## src/rtl/mcyc_pkg.sv

```systemverilog
// Shared encodings for the multi-cycle MIPS control unit: FSM states, instruction
// fields, exception codes and datapath select codes.
package mcyc_pkg;

    typedef enum logic [3:0] {
        StFetch  = 4'd0,
        StDecode = 4'd1,
        StMadr   = 4'd2,
        StMrd    = 4'd3,
        StMwb    = 4'd4,
        StMwr    = 4'd5,
        StExe    = 4'd6,
        StAwb    = 4'd7,
        StBr     = 4'd8,
        StJmp    = 4'd9,
        StExc    = 4'd10
    } state_e;

    typedef enum logic [2:0] {
        IcLoad, IcStore, IcMfc0, IcMtc0, IcAlu, IcBranch, IcJump, IcRsvd
    } iclass_e;

    localparam logic [5:0] OpRtype = 6'b000000;
    localparam logic [5:0] OpJ     = 6'b000010;
    localparam logic [5:0] OpJal   = 6'b000011;
    localparam logic [5:0] OpBeq   = 6'b000100;
    localparam logic [5:0] OpAddi  = 6'b001000;
    localparam logic [5:0] OpAddiu = 6'b001001;
    localparam logic [5:0] OpOri   = 6'b001101;
    localparam logic [5:0] OpLui   = 6'b001111;
    localparam logic [5:0] OpCop0  = 6'b010000;
    localparam logic [5:0] OpLb    = 6'b100000;
    localparam logic [5:0] OpLw    = 6'b100011;
    localparam logic [5:0] OpSb    = 6'b101000;
    localparam logic [5:0] OpSw    = 6'b101011;

    localparam logic [5:0] FnJr    = 6'b001000;
    localparam logic [5:0] FnEret  = 6'b011000;
    localparam logic [5:0] FnAddu  = 6'b100001;
    localparam logic [5:0] FnSubu  = 6'b100011;
    localparam logic [5:0] FnSlt   = 6'b101010;

    localparam logic [4:0] MfMfc0  = 5'b00000;
    localparam logic [4:0] MfMtc0  = 5'b00100;
    localparam logic [4:0] MfCo    = 5'b10000;

    localparam logic [4:0] ExcInt  = 5'd0;
    localparam logic [4:0] ExcRi   = 5'd10;
    localparam logic [4:0] ExcOv   = 5'd12;

    localparam logic [2:0] AluAdd  = 3'b000;
    localparam logic [2:0] AluSub  = 3'b001;
    localparam logic [2:0] AluOr   = 3'b010;
    localparam logic [2:0] AluSlt  = 3'b011;
    localparam logic [2:0] AluAddi = 3'b100;

    localparam logic [2:0] WdAlu   = 3'b000;
    localparam logic [2:0] WdDm    = 3'b001;
    localparam logic [2:0] WdPc4   = 3'b010;
    localparam logic [2:0] WdCp0   = 3'b100;

    localparam logic [1:0] GprRt   = 2'b00;
    localparam logic [1:0] GprRd   = 2'b01;
    localparam logic [1:0] GprRa   = 2'b10;
    localparam logic [1:0] GprR30  = 2'b11;

    localparam logic [1:0] ExtZero = 2'b00;
    localparam logic [1:0] ExtSign = 2'b01;
    localparam logic [1:0] ExtLui  = 2'b10;

    localparam logic [1:0] NpcPc4  = 2'b00;
    localparam logic [1:0] NpcBr   = 2'b01;
    localparam logic [1:0] NpcJ    = 2'b10;
    localparam logic [1:0] NpcReg  = 2'b11;

    // Index of the lowest set bit; 0 when the vector is empty.
    function automatic logic [4:0] lowest_set(input logic [31:0] v);
        logic [4:0] idx;
        idx = 5'd0;
        for (int i = 31; i >= 0; i--) begin
            if (v[i]) idx = 5'(i);
        end
        return idx;
    endfunction

endpackage

```

## src/rtl/mcyc_decode.sv

```systemverilog
// Combinational instruction-class and datapath-select decode from opcode/funct/mf.
module mcyc_decode
    import mcyc_pkg::*;
#(
    parameter bit TRAP_OV = 1'b1
) (
    input  logic [5:0] opcode,
    input  logic [5:0] funct,
    input  logic [4:0] mf,
    input  logic       overflow,
    output iclass_e    iclass,
    output logic       is_addi,
    output logic       is_jal,
    output logic       is_eret,
    output logic [2:0] aluop,
    output logic [1:0] extop,
    output logic       bsel,
    output logic [2:0] wdsel,
    output logic [1:0] gprsel,
    output logic [1:0] npcop
);

    always_comb begin
        iclass  = IcRsvd;
        is_addi = 1'b0;
        is_jal  = 1'b0;
        is_eret = 1'b0;
        aluop   = AluAdd;
        extop   = ExtSign;
        bsel    = 1'b0;
        wdsel   = WdAlu;
        gprsel  = GprRt;
        npcop   = NpcPc4;
        case (opcode)
            OpRtype: begin
                gprsel = GprRd;
                case (funct)
                    FnAddu: iclass = IcAlu;
                    FnSubu: begin iclass = IcAlu; aluop = AluSub; end
                    FnSlt:  begin iclass = IcAlu; aluop = AluSlt; end
                    FnJr:   begin iclass = IcJump; npcop = NpcReg; end
                    default: ;
                endcase
            end
            OpOri:   begin iclass = IcAlu; aluop = AluOr; extop = ExtZero; bsel = 1'b1; end
            OpLui:   begin iclass = IcAlu; aluop = AluOr; extop = ExtLui; bsel = 1'b1; end
            OpAddiu: begin iclass = IcAlu; bsel = 1'b1; end
            OpAddi: begin
                iclass  = IcAlu;
                aluop   = AluAddi;
                bsel    = 1'b1;
                is_addi = 1'b1;
                // Without trapping, the overflowed sum lands in $30
                if (overflow && !TRAP_OV) gprsel = GprR30;
            end
            OpLw, OpLb: begin iclass = IcLoad; bsel = 1'b1; wdsel = WdDm; end
            OpSw, OpSb: begin iclass = IcStore; bsel = 1'b1; end
            OpBeq: begin iclass = IcBranch; aluop = AluSub; npcop = NpcBr; end
            OpJ:   begin iclass = IcJump; npcop = NpcJ; end
            OpJal: begin
                iclass = IcJump;
                npcop  = NpcJ;
                gprsel = GprRa;
                wdsel  = WdPc4;
                is_jal = 1'b1;
            end
            OpCop0: begin
                case (mf)
                    MfMfc0: begin iclass = IcMfc0; wdsel = WdCp0; end
                    MfMtc0: iclass = IcMtc0;
                    MfCo: begin
                        if (funct == FnEret) begin
                            iclass  = IcJump;
                            npcop   = NpcReg;
                            is_eret = 1'b1;
                        end
                    end
                    default: ;
                endcase
            end
            default: ;
        endcase
    end

endmodule

```

## src/rtl/mcyc_ctrl_ext.sv

```systemverilog
// Multi-cycle MIPS control FSM with memory handshake, overflow trap and masked
// interrupts taken only at instruction completion.
module mcyc_ctrl_ext
    import mcyc_pkg::*;
#(
    parameter int unsigned N_INT   = 6,
    parameter bit          MEM_HS  = 1'b1,
    parameter bit          TRAP_OV = 1'b1,
    localparam int unsigned IdW    = (N_INT > 1) ? $clog2(N_INT) : 1
) (
    input  logic             clk,
    input  logic             rst_n,
    input  logic [5:0]       opcode,
    input  logic [5:0]       funct,
    input  logic [4:0]       mf,
    input  logic             zero,
    input  logic             overflow,
    input  logic [N_INT-1:0] int_req,
    input  logic [N_INT-1:0] int_mask,
    input  logic             exl,
    input  logic             mem_rdy,
    output logic [2:0]       aluop,
    output logic [1:0]       extop,
    output logic             bsel,
    output logic [2:0]       wdsel,
    output logic [1:0]       gprsel,
    output logic [1:0]       npcop,
    output logic             gprwr,
    output logic             pcwr,
    output logic             irwr,
    output logic             dmwr,
    output logic             mem_req,
    output logic             cp0_wen,
    output logic             exl_set,
    output logic             exl_clr,
    output logic             int_pc,
    output logic [4:0]       exc_code,
    output logic [IdW-1:0]   irq_id,
    output logic [3:0]       state
);

    state_e           state_q, state_d;
    logic [4:0]       exc_code_q, exc_code_d;
    logic [IdW-1:0]   irq_id_q, irq_id_d;
    iclass_e          iclass;
    logic             is_addi, is_jal, is_eret;
    logic [1:0]       dec_npcop;
    logic [N_INT-1:0] pend;
    logic             irq_take, rdy, done, exc_enter;
    logic [4:0]       exc_cause;
    logic gprwr_c, pcwr_c, irwr_c, dmwr_c, mem_req_c, cp0_wen_c, exl_set_c, exl_clr_c, int_pc_c;

    mcyc_decode #(
        .TRAP_OV (TRAP_OV)
    ) u_decode (
        .opcode   (opcode),
        .funct    (funct),
        .mf       (mf),
        .overflow (overflow),
        .iclass   (iclass),
        .is_addi  (is_addi),
        .is_jal   (is_jal),
        .is_eret  (is_eret),
        .aluop    (aluop),
        .extop    (extop),
        .bsel     (bsel),
        .wdsel    (wdsel),
        .gprsel   (gprsel),
        .npcop    (dec_npcop)
    );

    assign pend     = int_req & int_mask;
    assign irq_take = (|pend) && !exl;
    assign rdy      = mem_rdy || !MEM_HS;

    always_comb begin
        state_d    = state_q;
        exc_code_d = exc_code_q;
        irq_id_d   = irq_id_q;
        gprwr_c    = 1'b0;
        pcwr_c     = 1'b0;
        irwr_c     = 1'b0;
        dmwr_c     = 1'b0;
        mem_req_c  = 1'b0;
        cp0_wen_c  = 1'b0;
        exl_set_c  = 1'b0;
        exl_clr_c  = 1'b0;
        int_pc_c   = 1'b0;
        done       = 1'b0;
        exc_enter  = 1'b0;
        exc_cause  = ExcInt;
        case (state_q)
            StFetch: begin
                mem_req_c = 1'b1;
                if (rdy) begin
                    irwr_c  = 1'b1;
                    pcwr_c  = 1'b1;
                    state_d = StDecode;
                end
            end
            StDecode: begin
                case (iclass)
                    IcLoad, IcStore, IcMfc0, IcMtc0: state_d = StMadr;
                    IcAlu:    state_d = StExe;
                    IcBranch: state_d = StBr;
                    IcJump:   state_d = StJmp;
                    default: begin exc_enter = 1'b1; exc_cause = ExcRi; end
                endcase
            end
            StMadr: state_d = (iclass == IcLoad || iclass == IcMfc0) ? StMrd : StMwr;
            StMrd: begin
                if (iclass == IcMfc0) begin
                    state_d = StMwb;
                end else begin
                    mem_req_c = 1'b1;
                    if (rdy) state_d = StMwb;
                end
            end
            StMwb: begin gprwr_c = 1'b1; done = 1'b1; end
            StMwr: begin
                if (iclass == IcMtc0) begin
                    cp0_wen_c = 1'b1;
                    done      = 1'b1;
                end else begin
                    dmwr_c    = 1'b1;
                    mem_req_c = 1'b1;
                    done      = rdy;
                end
            end
            StExe: state_d = StAwb;
            StAwb: begin
                if (is_addi && overflow && TRAP_OV) begin
                    exc_enter = 1'b1;
                    exc_cause = ExcOv;
                end else begin
                    gprwr_c = 1'b1;
                    done    = 1'b1;
                end
            end
            StBr:  begin pcwr_c = zero; done = 1'b1; end
            StJmp: begin
                pcwr_c    = 1'b1;
                gprwr_c   = is_jal;
                exl_clr_c = is_eret;
                done      = 1'b1;
            end
            StExc: begin
                pcwr_c    = 1'b1;
                int_pc_c  = 1'b1;
                exl_set_c = 1'b1;
                state_d   = StFetch;
            end
            default: state_d = StFetch;
        endcase
        if (done) begin
            // exl is still set while eret retires, so eret itself never traps
            if (irq_take && !(state_q == StJmp && is_eret)) begin
                exc_enter = 1'b1;
                exc_cause = ExcInt;
            end else begin
                state_d = StFetch;
            end
        end
        if (exc_enter) begin
            state_d    = StExc;
            exc_code_d = exc_cause;
            irq_id_d   = IdW'(lowest_set(32'(pend)));
        end
    end

    always_ff @(posedge clk or negedge rst_n) begin
        if (!rst_n) begin
            state_q    <= StFetch;
            exc_code_q <= '0;
            irq_id_q   <= '0;
        end else begin
            state_q    <= state_d;
            exc_code_q <= exc_code_d;
            irq_id_q   <= irq_id_d;
        end
    end

    // Strobes are gated by reset so an in-flight access is dropped immediately
    assign gprwr    = gprwr_c & rst_n;
    assign pcwr     = pcwr_c & rst_n;
    assign irwr     = irwr_c & rst_n;
    assign dmwr     = dmwr_c & rst_n;
    assign mem_req  = mem_req_c & rst_n;
    assign cp0_wen  = cp0_wen_c & rst_n;
    assign exl_set  = exl_set_c & rst_n;
    assign exl_clr  = exl_clr_c & rst_n;
    assign int_pc   = int_pc_c & rst_n;
    assign npcop    = (state_q == StFetch) ? NpcPc4 : dec_npcop;
    assign exc_code = exc_code_q;
    assign irq_id   = irq_id_q;
    assign state    = state_q;

endmodule

```

## config.mk

```make
export PLATFORM = sky130hd
export DESIGN_NAME = mcyc_ctrl_ext
export DESIGN_NICKNAME = d
export VERILOG_FILES = /design/src/rtl/mcyc_pkg.sv /design/src/rtl/mcyc_decode.sv /design/src/rtl/mcyc_ctrl_ext.sv
export SDC_FILE = /design/constraint.sdc
export NUM_CORES = 1
export LEC_CHECK = 0
export CAP_MARGIN = 20
export CORE_MARGIN = 8
export CORE_UTILIZATION = 41
export CTS_CLUSTER_SIZE = 28
export DETAILED_ROUTE_END_ITERATION = 8
export PLACE_DENSITY = 0.85
export SYNTH_ARGS = -nofsm -noshare
export SYNTH_HDL_FRONTEND = slang
export SYNTH_HIERARCHICAL = 1
export SYNTH_SLANG_ARGS = --single-unit
```

## constraint.sdc

```tcl
create_clock -name clk -period 5.62 [get_ports clk]
set_input_delay 1.686 -clock clk [delete_from_list [all_inputs] [get_ports clk]]
set_output_delay 1.686 -clock clk [all_outputs]
set_load 0.03 [all_outputs]
```

# Yosys cells after proc, flatten, opt, wreduce, memory -nomap -nowiden
# Index checks and enable logic that the tools add are counted.
[classes] n_mux=61 addsub=0 multipliers=0 n_shift=0 n_eq_ne=35 n_lt_le_gt_ge=0 n_div=0 n_bitwise=9 reduce_logical=24
[ops] cell="$eq A6 B6 Y1 const B" n=7
[ops] cell="$mux W4" n=8
[ops] cell="$eq A6 B4 Y1 const B" n=5
[ops] cell="$mux W3" n=8
[ops] cell="$pmux W4 S6" n=1
[ops] cell="$mux W1" n=22
[ops] cell="$pmux W3 S7" n=1
[ops] cell="$pmux W3 S3" n=2
[ops] cell="$eq A4 B3 Y1 const B" n=4
[ops] cell="$pmux W2 S2" n=4
[ops] cell="$pmux W4 S4" n=1
[ops] cell="$eq A4 B4 Y1 const B" n=3
[ops] cell="$eq A6 B2 Y1 const B" n=2
[ops] cell="$eq A6 B5 Y1 const B" n=2
[ops] cell="$pmux W1 S3" n=4
[ops] cell="$pmux W3 S4" n=1
[ops] cell="$mux W5" n=2
[ops] cell="$reduce_or A2 Y1" n=5
[ops] cell="$eq A3 B3 Y1 const B" n=3
[ops] cell="$and A1 B1 Y1" n=8
[ops] cell="$eq A4 B2 Y1 const B" n=2
[ops] cell="$mux W2" n=4
[ops] cell="$pmux W2 S4" n=1
[ops] cell="$pmux W4 S2" n=1
[ops] cell="other kinds (21)" n=28
[totals] ram_bits=0 elab_cells=132 rom_bits=0 in_bits=35 latchBits=0 regBits=12 memories=0 out_inout_bits=34

# Longest topological paths before layout
# Gate-level depths: netlist of run 1.
[depth] word_depth=11 ltp_mapped=11 ltp_nobuf=10

# By module
# The synthesis of run 1 kept the hierarchy.
[by_module_without_submodules] mod="mcyc_ctrl_ext" area_each_um2=882.1 n_inst=1 cells_per_inst=113
[by_module_without_submodules] mod="mcyc_decode" area_each_um2=500.5 n_inst=1 cells_per_inst=78

# Least setup slack after synthesis of run 1
# Ideal clock, no wire load.
[synth_path] path_type="input to output" start="input opcode[1]" end="output mem_req" slack_ps=291 stages=11 arrival_time_ps=3643 cell_sequence="buf_2 > nor2_1 > nand3_1 > inv_1 > nand2_1 > o2111ai_1 > and3b_1 > nor2_1 > a21oi_1 > o2bb2ai_1 > and3_1"
[synth_between] elab_chain_len=7
[synth_lines] element="start, declared" line="mcyc_ctrl_ext.sv:13" text="input logic [5:0] opcode,"
[synth_lines] element="$eq A6 B4 Y1, or another cell as far along" line="mcyc_decode.sv:34" text="case (opcode)"
[synth_lines] element="$reduce_or A4 Y1 (no source line), or another cell as far along"
[synth_lines] element="$pmux W3 S7 *" line="mcyc_decode.sv:34"
[synth_lines] element="net iclass[0]" line="mcyc_ctrl_ext.sv:45" text="iclass_e iclass;"
[synth_lines] element="$eq A3 B2 Y1 (on tied branches)" line="mcyc_ctrl_ext.sv:121, mcyc_ctrl_ext.sv:112"
[synth_lines] element="$mux W1 (on tied branches)" line="mcyc_ctrl_ext.sv:121, mcyc_ctrl_ext.sv:112"
[synth_lines] element="$pmux W1 S3 *" line="mcyc_ctrl_ext.sv:92" text="case (state_q)"
[synth_lines] element="$and A1 B1 Y1 *" line="mcyc_ctrl_ext.sv:188" text="assign mem_req = mem_req_c & rst_n;"
[synth_lines] element="end, declared" line="mcyc_ctrl_ext.sv:32" text="output logic mem_req,"
# The timed path passes the listed nets; every way through them passes the cells marked *.

# Worst setup path in the final report of run 1
[layout_path] start="input funct[1]" end="output mem_req"
[layout_between] elab_chain_len=8
[layout_lines] element="start, declared" line="mcyc_ctrl_ext.sv:14" text="input logic [5:0] funct,"
[layout_lines] element="$eq A6 B6 Y1 / $eq A6 B5 Y1 (equally long branches)" line="mcyc_decode.sv:37, mcyc_decode.sv:72"
[layout_lines] element="$reduce_or A3 Y1 (no source line) / $mux W1 (equally long branches)"
[layout_lines] element="$pmux W2 S2 / $pmux W3 S3 (equally long branches)" line="mcyc_decode.sv:37, mcyc_decode.sv:68"
[layout_lines] element="$pmux W3 S7 *" line="mcyc_decode.sv:34"
[layout_lines] element="net iclass[0]" line="mcyc_ctrl_ext.sv:45"
[layout_lines] element="$eq A3 B2 Y1 (on tied branches)" line="mcyc_ctrl_ext.sv:121, mcyc_ctrl_ext.sv:112"
[layout_lines] element="$mux W1 (on tied branches)" line="mcyc_ctrl_ext.sv:121, mcyc_ctrl_ext.sv:112"
[layout_lines] element="$pmux W1 S3 *" line="mcyc_ctrl_ext.sv:92"
[layout_lines] element="$and A1 B1 Y1 *" line="mcyc_ctrl_ext.sv:188"
# Marked as above.

==> run summary, run 1 <==
cts bufs inserted - 3
Clock Skew - 1.71 ps
Fillers - 279
kind of critical path - in2out
critical path required time - 3930 ps
Distinct cells, synth - 55
GRT overflow - 0
slowest cell delay on critical path - 510 ps
post-place instance area - 0.00218 mm²
post-synthesis async set-or-reset flop share - 100%
Fmax - 183 MHz
die span in x - 74.1 µm
commonest non-fill, non-tap cell in the layout - clkdlybuf4s50_1
Max-slew headroom - 64.8%
WL met3 - 398 µm
Ports - 69
clk slew on worst S/H paths - 70 ps
CTS hold repair buffers - 0
WL final - 4580 µm
Highest Signal Layer - met4
worst min path class - reg2reg
Layout area overhead - 68.9%
GP Congestion - 0.884
post-detail-place hpwl - 3770 µm
final worst setup slack - 165 ps
sequential area share after synthesis - 18.1%
reg-to-reg critical path startpoint - state[1]
share of cells above drive strength 1 - 21.7%
number of antenna violations at the first check in global routing - 0
die area - 0.00549 mm²
Final TNS setup - 0 ps
Detail Route Antenna Nets - 0
Synth warnings - 6
drt drc - 0
Layout Nets - 313
max-slew violation count - 0
Die Y - 74.1 µm
CP max stage cell - clkdlybuf4s50_1
FF+latch area - 250 µm²
Overall Power - 593 µW
initial core utilization - 42.1%
Worst Path Arrival - 3770 ps
clk buf depth - 2
Antenna Cells - 0
synthesized area - 0.00138 mm²
Hold WS - 488 ps
worst skew pair latency - 270 ps
worst vdd ir - 0.221 mV
Cell Chain, Critical Path - clkdlybuf4s50_1 -> nor4_2 -> nor2b_2 -> o2111ai_2 -> or3b_1 -> o2bb2ai_1 -> and3_1 -> buf_6
Total GRT Usage - 16.5%
Worst Tran Pin Value - 528 ps
Primary FF master, synth - dfrtp_1
Met1 Wirelength - 1990 µm
CP delay by family, top - simple AND/OR/NAND/NOR gates
core area - 0.00328 mm²
row count - 21
Post-Place Setup Slack - -44.9 ps
WL/cell - 14.2 µm
fin util - 71.1%
minimum clock period after layout - 5450 ps
cells after synthesis - 191
post-route clock period utilization - 97.1%
fin area - 0.00233 mm²
Critical path origin - funct[1]
H-tree depth - 1
wire length on met2 - 2130 µm
synthesized area per cell - 7.24 µm²
Multi-input gate area - 0.00107 mm²
Startpoint Class - primary input
global-route wire length before repair - 7350 µm
Initial DRC Count - 141
placed insts - 315
Final Hold Fails - 0
Worst Path Buf+Inv - 2
outcome - finished clean
pin count of the biggest net entering global routing - 18
Crit Path Max Fanout - 5
drt via density - 5.48
number of global-route vias before repair - 1655
origin of the worst min-delay path - irq_id[0]
most frequent cells in the layout - clkdlybuf4s50_1, buf_4, nor2_1
CP endpoint kind - primary output
Finished Layout Cells - 323
EDFF count, synth - 0
post-synthesis register bit count - 10
TritonCTS Sinks - 10
Port-buffer cells - 66
cell area power density - 254 mW/mm²
max cap viols - 0
via count - 1771
CTS tree - built
Pre-antenna DRT Iters - 4
Final setup violation count - 0
clk root buf - clkbuf_4
Lkg Pwr - 1.01 nW
[repair_timing]
item	CTS	global route
setup endpoints to repair	2	1
buffers inserted	3	1
gates resized for setup	11	14
pin swaps	4	10
[synthesized netlist by cell type (5+ instances only)]
cell type	instances	area, µm²
a31oi_1	5	31.3
a21oi_1	8	40.0
and3_1	5	31.3
buf_2	5	25.0
nor2_1	26	97.6
nor2b_1	8	50.1
nand2_1	11	41.3
nor3_1	5	25.0
o21ai_0	5	25.0
buf_4	5	37.5
inv_1	8	30.0
nand2b_1	7	43.8
nand3_1	11	55.1
dfrtp_1	10	250
[layout make-up]
class	count	area share (%)
repair buffers	95	38.0
inverters	8	1.29
multi-input cells	160	46.0
clock buffers	4	1.55
well taps	46	2.47
flip-flops and latches	10	10.7
[per-layer routing]
metal,vias up,global-route usage (%)
li1,879,-
met1,810,21.2
met2,76,26.8
met3,6,4.04
met4,0,3.77
met5,-,0
[path summary, 6_finish.rpt]
| kind | end | slack (ps) | cells after the start |
|---|---|---|---|
| max | mem_req | 170 | 8 |
| min | irq_id[0] | 490 | 1 |
| max reg2reg | irq_id[2] | 3630 | 5 |
| min reg2reg | irq_id[0] | 490 | 1 |
| max in group asynchronous | irq_id[0] | 3620 | 2 |
| min in group asynchronous | state[0] | 1860 | 2 |
[sequential cells by signal, indices dropped and copies added, names as in the netlist]
signal,flops
irq_id,3
exc_code,3
state,4
[report_power, final]
group | switching [mW] | internal (mW) | leakage, nW
clock | 0.0262 | 0.0394 | 0.0210
combinational | 0.205 | 0.176 | 0.858
sequential | 0.0479 | 0.0981 | 0.130
[worst register-to-register path: stages (launching register included)]
cell,delay (ps)
dfrtp_1,680
nand2_1,170
nor3_2,320
nand2b_1,210
o21bai_4,160
mux2_1,340
[kinds of logic after synthesis]
kind of cell | count (synthesis) | synth area share, %
simple gates | 106 | 44.1
compound gates | 47 | 25.0
buf+inv | 22 | 8.87
flops | 10 | 18.1
mux | 3 | 2.44
xor+xnor | 2 | 1.27
other cells | 1 | 0.271
(Power assumes the default switching activity.)
==> inputs of run 2 (changes only) <==
--- a/config.mk
+++ b/config.mk
@@ -10,7 +10,9 @@
 export CORE_UTILIZATION = 41
 export CTS_CLUSTER_SIZE = 28
 export DETAILED_ROUTE_END_ITERATION = 8
+export HOLD_SLACK_MARGIN = 0.08
 export PLACE_DENSITY = 0.85
+export SKIP_CTS_REPAIR_TIMING = 1
 export SYNTH_ARGS = -nofsm -noshare
 export SYNTH_HDL_FRONTEND = slang
 export SYNTH_HIERARCHICAL = 1
==> run 2 against run 1 <==
Against the previous run:
- sequential cell count is the same
- die area unchanged
- global-route usage is 0.25 points lower
- first-iteration DRC count is 16% lower
- sequential power about the same
- clock power hardly changed
- register-to-register slack about the same
- via count up 1.3%
- clock skew barely moved
- combinational power is essentially flat
- routed wire length up 1.0%
- non-clock buffer count down 1
- critical endpoint unchanged
- highest routed layer unchanged
==> run summary, run 2 (same netlist as run 1, synthesis figures left out) <==
outcome - finished clean
max-slew violation count - 0
final worst setup slack - 135 ps
Worst Path Arrival - 3800 ps
post-detail-place hpwl - 3770 µm
Port-buffer cells - 66
drt via density - 5.57
pin count of the biggest net entering global routing - 18
share of cells above drive strength 1 - 20.7%
R2R depth - 5
clock group share of total power - 11.1%
via count - 1794
TritonCTS Sinks - 10
worst skew pair latency - 270 ps
commonest non-fill, non-tap cell in the layout - clkdlybuf4s50_1
Clock Skew - 1.75 ps
Antenna Cells - 0
Ports - 69
Worst path depth - 10
GP Congestion - 0.884
kind of critical path - in2out
Worst Path Buf+Inv - 3
core area - 0.00328 mm²
Lkg Pwr - 1.01 nW
clk slew on worst S/H paths - 70 ps
number of antenna violations at the first check in global routing - 0
Initial DRC Count - 119
clk buf depth - 2
Overall Power - 593 µW
RSZ-0062 raised after global routing - true
Psw - 279 µW
CP endpoint kind - primary output
Detail Route Antenna Nets - 0
global-route wire length before repair - 7240 µm
CTS tree - built
slowest cell delay on critical path - 430 ps
Startpoint Class - primary input
Cell Chain, Critical Path - clkdlybuf4s50_1 -> buf_4 -> nor2_2 -> o211ai_1 -> o211ai_1 -> o2111ai_2 -> or3b_1 -> o2bb2ai_1 -> and3_1 -> buf_6
Fmax - 182 MHz
die area - 0.00549 mm²
Max-slew headroom - 65.2%
GRT overflow - 0
max FFs per register - 4
Final Hold Fails - 0
Layout Nets - 312
Pre-antenna DRT Iters - 4
WL final - 4630 µm
Layout area overhead - 66.7%
switching part of the total - 47.1%
Total GRT Usage - 16.2%
most frequent cells in the layout - clkdlybuf4s50_1, buf_4, nor2_1
post-route clock period utilization - 97.6%
max cap viols - 0
Fillers - 272
Die Y - 74.1 µm
worst vdd ir - 0.221 mV
drt drc - 0
initial core utilization - 42.1%
Post-Place Setup Slack - -44.9 ps
Crit Path Max Fanout - 9
H-tree depth - 1
Comb pwr share - 64.3%
clk root buf - clkbuf_4
Worst Tran Pin Value - 522 ps
row count - 21
WL/cell - 14.4 µm
cell area power density - 257 mW/mm²
Final setup violation count - 0
CP dominant cell by count - o211ai_1
die span in x - 74.1 µm
Internal Power - 314 µW
critical path required time - 3930 ps
worst min path class - reg2reg
number of global-route vias before repair - 1636
Hold Crit Depth - 1
cts bufs inserted - 3
minimum clock period after layout - 5490 ps
sequential power share - 24.7%
CP delay by family, top - buffers and inverters
CP max stage cell - clkdlybuf4s50_1
run 2: cell types whose count changed in the layout (fill, tap and decap cells not counted), sizes merged:
cell and change:
buf -1, dlygate4sd2 -6, clkdlybuf4s50 +3, dlymetal6s2s +3
run 2: final cells by class:
cell class / count / area, µm² / share of cell area [%]
multi-input combinational: 160 / 1050 / 45.7
timing repair buffer: 94 / 878 / 38.1
sequential: 10 / 250 / 10.9
tap: 46 / 57.6 / 2.50
clock buffer: 4 / 36.3 / 1.57
inverter: 8 / 30.0 / 1.30
run 2: metrics by stage:
| step | cell area (µm²) | cells | TNS [ps] | hold WS (ps) | util, % |
|---|---|---|---|---|---|
| final | 2300 | 322 | 0 | 488 | 70.2 |
| after global routing | 2300 | 322 | -30.1 | 522 | 70.2 |
| after CTS | 2220 | 319 | -81.6 | 490 | 67.6 |
| after detailed placement | 2180 | 315 | -62.8 | 475 | 66.5 |
| after global placement | 2180 | 315 | -37.7 | 471 | 66.5 |
| after floorplan | 1390 | 192 | 0 | 674 | - |
run 2: final timing paths:
kind | from | end | slack [ps]
worst max-delay path | opcode[4] | mem_req | 130
worst max register to register | state[0] | state[3] | 3630
min in group asynchronous | rst_n | state[0] | 1850
worst min register to register | irq_id[0] | irq_id[0] | 490
worst min-delay path | irq_id[0] | irq_id[0] | 490
max in group asynchronous | rst_n | irq_id[0] | 3620
run 2: routing by layer:
layer	track usage (%)	share of wire, %	vias to the layer above	wire, µm
met1	21.0	44	830	2030
met5	0	0	-	0
met2	26.5	46	84	2150
met4	3.33	1.3	0	60
li1	-	-	874	-
met3	3.91	8.4	6	390
run 2: power by group through the flow:
stage                     clock network, mW  registers [mW]  logic, mW
final                                0.0656           0.146      0.381
after global placement                    0           0.146      0.367
after floorplan                           0           0.172      0.206
after CTS                            0.0669           0.145      0.374
after global routing                 0.0722           0.152      0.412
after detailed placement                  0           0.147      0.373
==> inputs of run 3 (changes only) <==
--- a/config.mk
+++ b/config.mk
@@ -10,6 +10,7 @@
 export CORE_UTILIZATION = 41
 export CTS_CLUSTER_SIZE = 28
 export DETAILED_ROUTE_END_ITERATION = 8
+export GPL_ROUTABILITY_DRIVEN = 0
 export HOLD_SLACK_MARGIN = 0.08
 export PLACE_DENSITY = 0.85
 export SKIP_CTS_REPAIR_TIMING = 1
==> run 3 against run 2 <==
Against the previous run:
- cell count is 0.31% higher
- highest routed layer unchanged
- sequential share of layout area hardly changed
- via count is 0.56% higher
- die area stayed put
- routed wire length hardly changed
==> run summary, run 3 (same netlist as run 1, synthesis figures left out) <==
Max-slew headroom - 64.4%
CP max stage cell - clkdlybuf4s50_1
H-tree depth - 1
Internal Power - 298 µW
max cap viols - 0
Port-buffer cells - 66
Die Y - 74.1 µm
max-slew violation count - 0
worst skew pair latency - 260 ps
share of cells above drive strength 1 - 20.9%
Antenna Cells - 0
pin count of the biggest net entering global routing - 18
number of global-route vias before repair - 1657
drt drc - 0
CP endpoint kind - primary output
cts bufs inserted - 3
sequential power share - 25.6%
Ports - 69
Final setup violation count - 0
clk slew on worst S/H paths - 60 ps
worst min path class - reg2reg
Detail Route Antenna Nets - 0
WL/cell - 14.3 µm
Worst Path Arrival - 3860 ps
TritonCTS Sinks - 10
GRT overflow - 0
Crit Path Max Fanout - 9
post-route clock period utilization - 98.8%
Highest Signal Layer - met4
core area - 0.00328 mm²
row count - 21
Clock Skew - 2.32 ps
Layout Nets - 314
Final TNS setup - 0 ps
max FFs per register - 4
Fmax - 180 MHz
Cell Chain, Critical Path - clkdlybuf4s50_1 -> buf_4 -> nor2_2 -> o211ai_1 -> o211ai_1 -> o2111ai_2 -> or3b_1 -> o2bb2ai_1 -> and3_1 -> buf_4
Lkg Pwr - 1.02 nW
WL final - 4630 µm
Finished Layout Cells - 323
worst vdd ir - 0.178 mV
placed insts - 317
outcome - finished clean
critical path required time - 3930 ps
RSZ-0062 raised after global routing - true
Met1 Wirelength - 1950 µm
Startpoint Class - primary input
most frequent cells in the layout - clkdlybuf4s50_1, buf_4, nor2_1
wire length on met2 - 2200 µm
drt via density - 5.59
number of antenna violations at the first check in global routing - 0
Pre-antenna DRT Iters - 4
die area - 0.00549 mm²
Worst Tran Pin Value - 534 ps
Comb pwr share - 66.0%
post-detail-place hpwl - 3730 µm
Psw - 277 µW
via count - 1804
clk buf depth - 2
die span in x - 74.1 µm
Final Hold Fails - 0
cell area power density - 249 mW/mm²
Total GRT Usage - 16.2%
WL met3 - 413 µm
kind of critical path - in2out
switching part of the total - 48.1%
minimum clock period after layout - 5550 ps
clock group share of total power - 8.3%
commonest non-fill, non-tap cell in the layout - clkdlybuf4s50_1
CTS tree - built
Layout area overhead - 67.0%
clk root buf - clkbuf_4
initial core utilization - 42.1%
global-route wire length before repair - 7250 µm
Initial DRC Count - 132
slowest cell delay on critical path - 440 ps
## run 3: cell count changes in the layout (fill, tap and decap cells not counted), sizes merged
cell	change
buf	+2
clkbuf	-1
## run 3: worst paths after layout
kind                            startpoint          end  slack (ps)  cells after the start
worst max-delay path             opcode[4]      mem_req          70                     10
worst min-delay path             irq_id[0]    irq_id[0]         490                      1
worst max register to register    state[1]    irq_id[2]        3610                      5
worst min register to register   irq_id[0]    irq_id[0]         490                      1
max in group asynchronous            rst_n  exc_code[1]        3590                      2
min in group asynchronous            rst_n    irq_id[1]        1890                      2
## run 3: metrics by stage
step	utilization (%)	hold slack, ps	area (µm²)	setup WS (ps)	total power, mW
2_1_floorplan	-	674	1390	291	0.378
3_3_place_gp	67.0	470	2200	-22.6	0.513
3_5_place_dp	67.0	482	2200	-62.3	0.522
4_1_cts	67.7	496	2220	-65.2	0.571
5_1_grt	70.3	529	2310	-84.7	0.617
6_report	70.3	492	2310	69.0	0.575
## run 3: metal layers
layer | global-route usage (%) | vias up
met4 | 4.88 | 0
met5 | 0 | -
met3 | 4.31 | 7
met1 | 20.6 | 833
li1 | - | 882
met2 | 26.0 | 82
## run 3: power groups by stage
| stage | sequential, mW | combinational, mW | clock, mW |
|---|---|---|---|
| floorplan | 0.172 | 0.206 | 0 |
| global placement | 0.145 | 0.368 | 0 |
| detailed placement | 0.148 | 0.374 | 0 |
| CTS | 0.146 | 0.375 | 0.0494 |
| global route | 0.155 | 0.410 | 0.0524 |
| finish | 0.147 | 0.380 | 0.0480 |
## run 3: area by class of cell
cell class | instances | area (µm²)
well taps | 46 | 57.6
fillers | 277 | 976
flip-flops and latches | 10 | 250
multi-input cells | 160 | 1060
repair buffers | 96 | 890
inverters | 8 | 30.0
clock buffers | 3 | 22.5
## run 3: critical path: cells and delay by family
kind            cells  cell delay (ps)
simple gates        3              750
buf+inv             3              790
compound gates      4              630
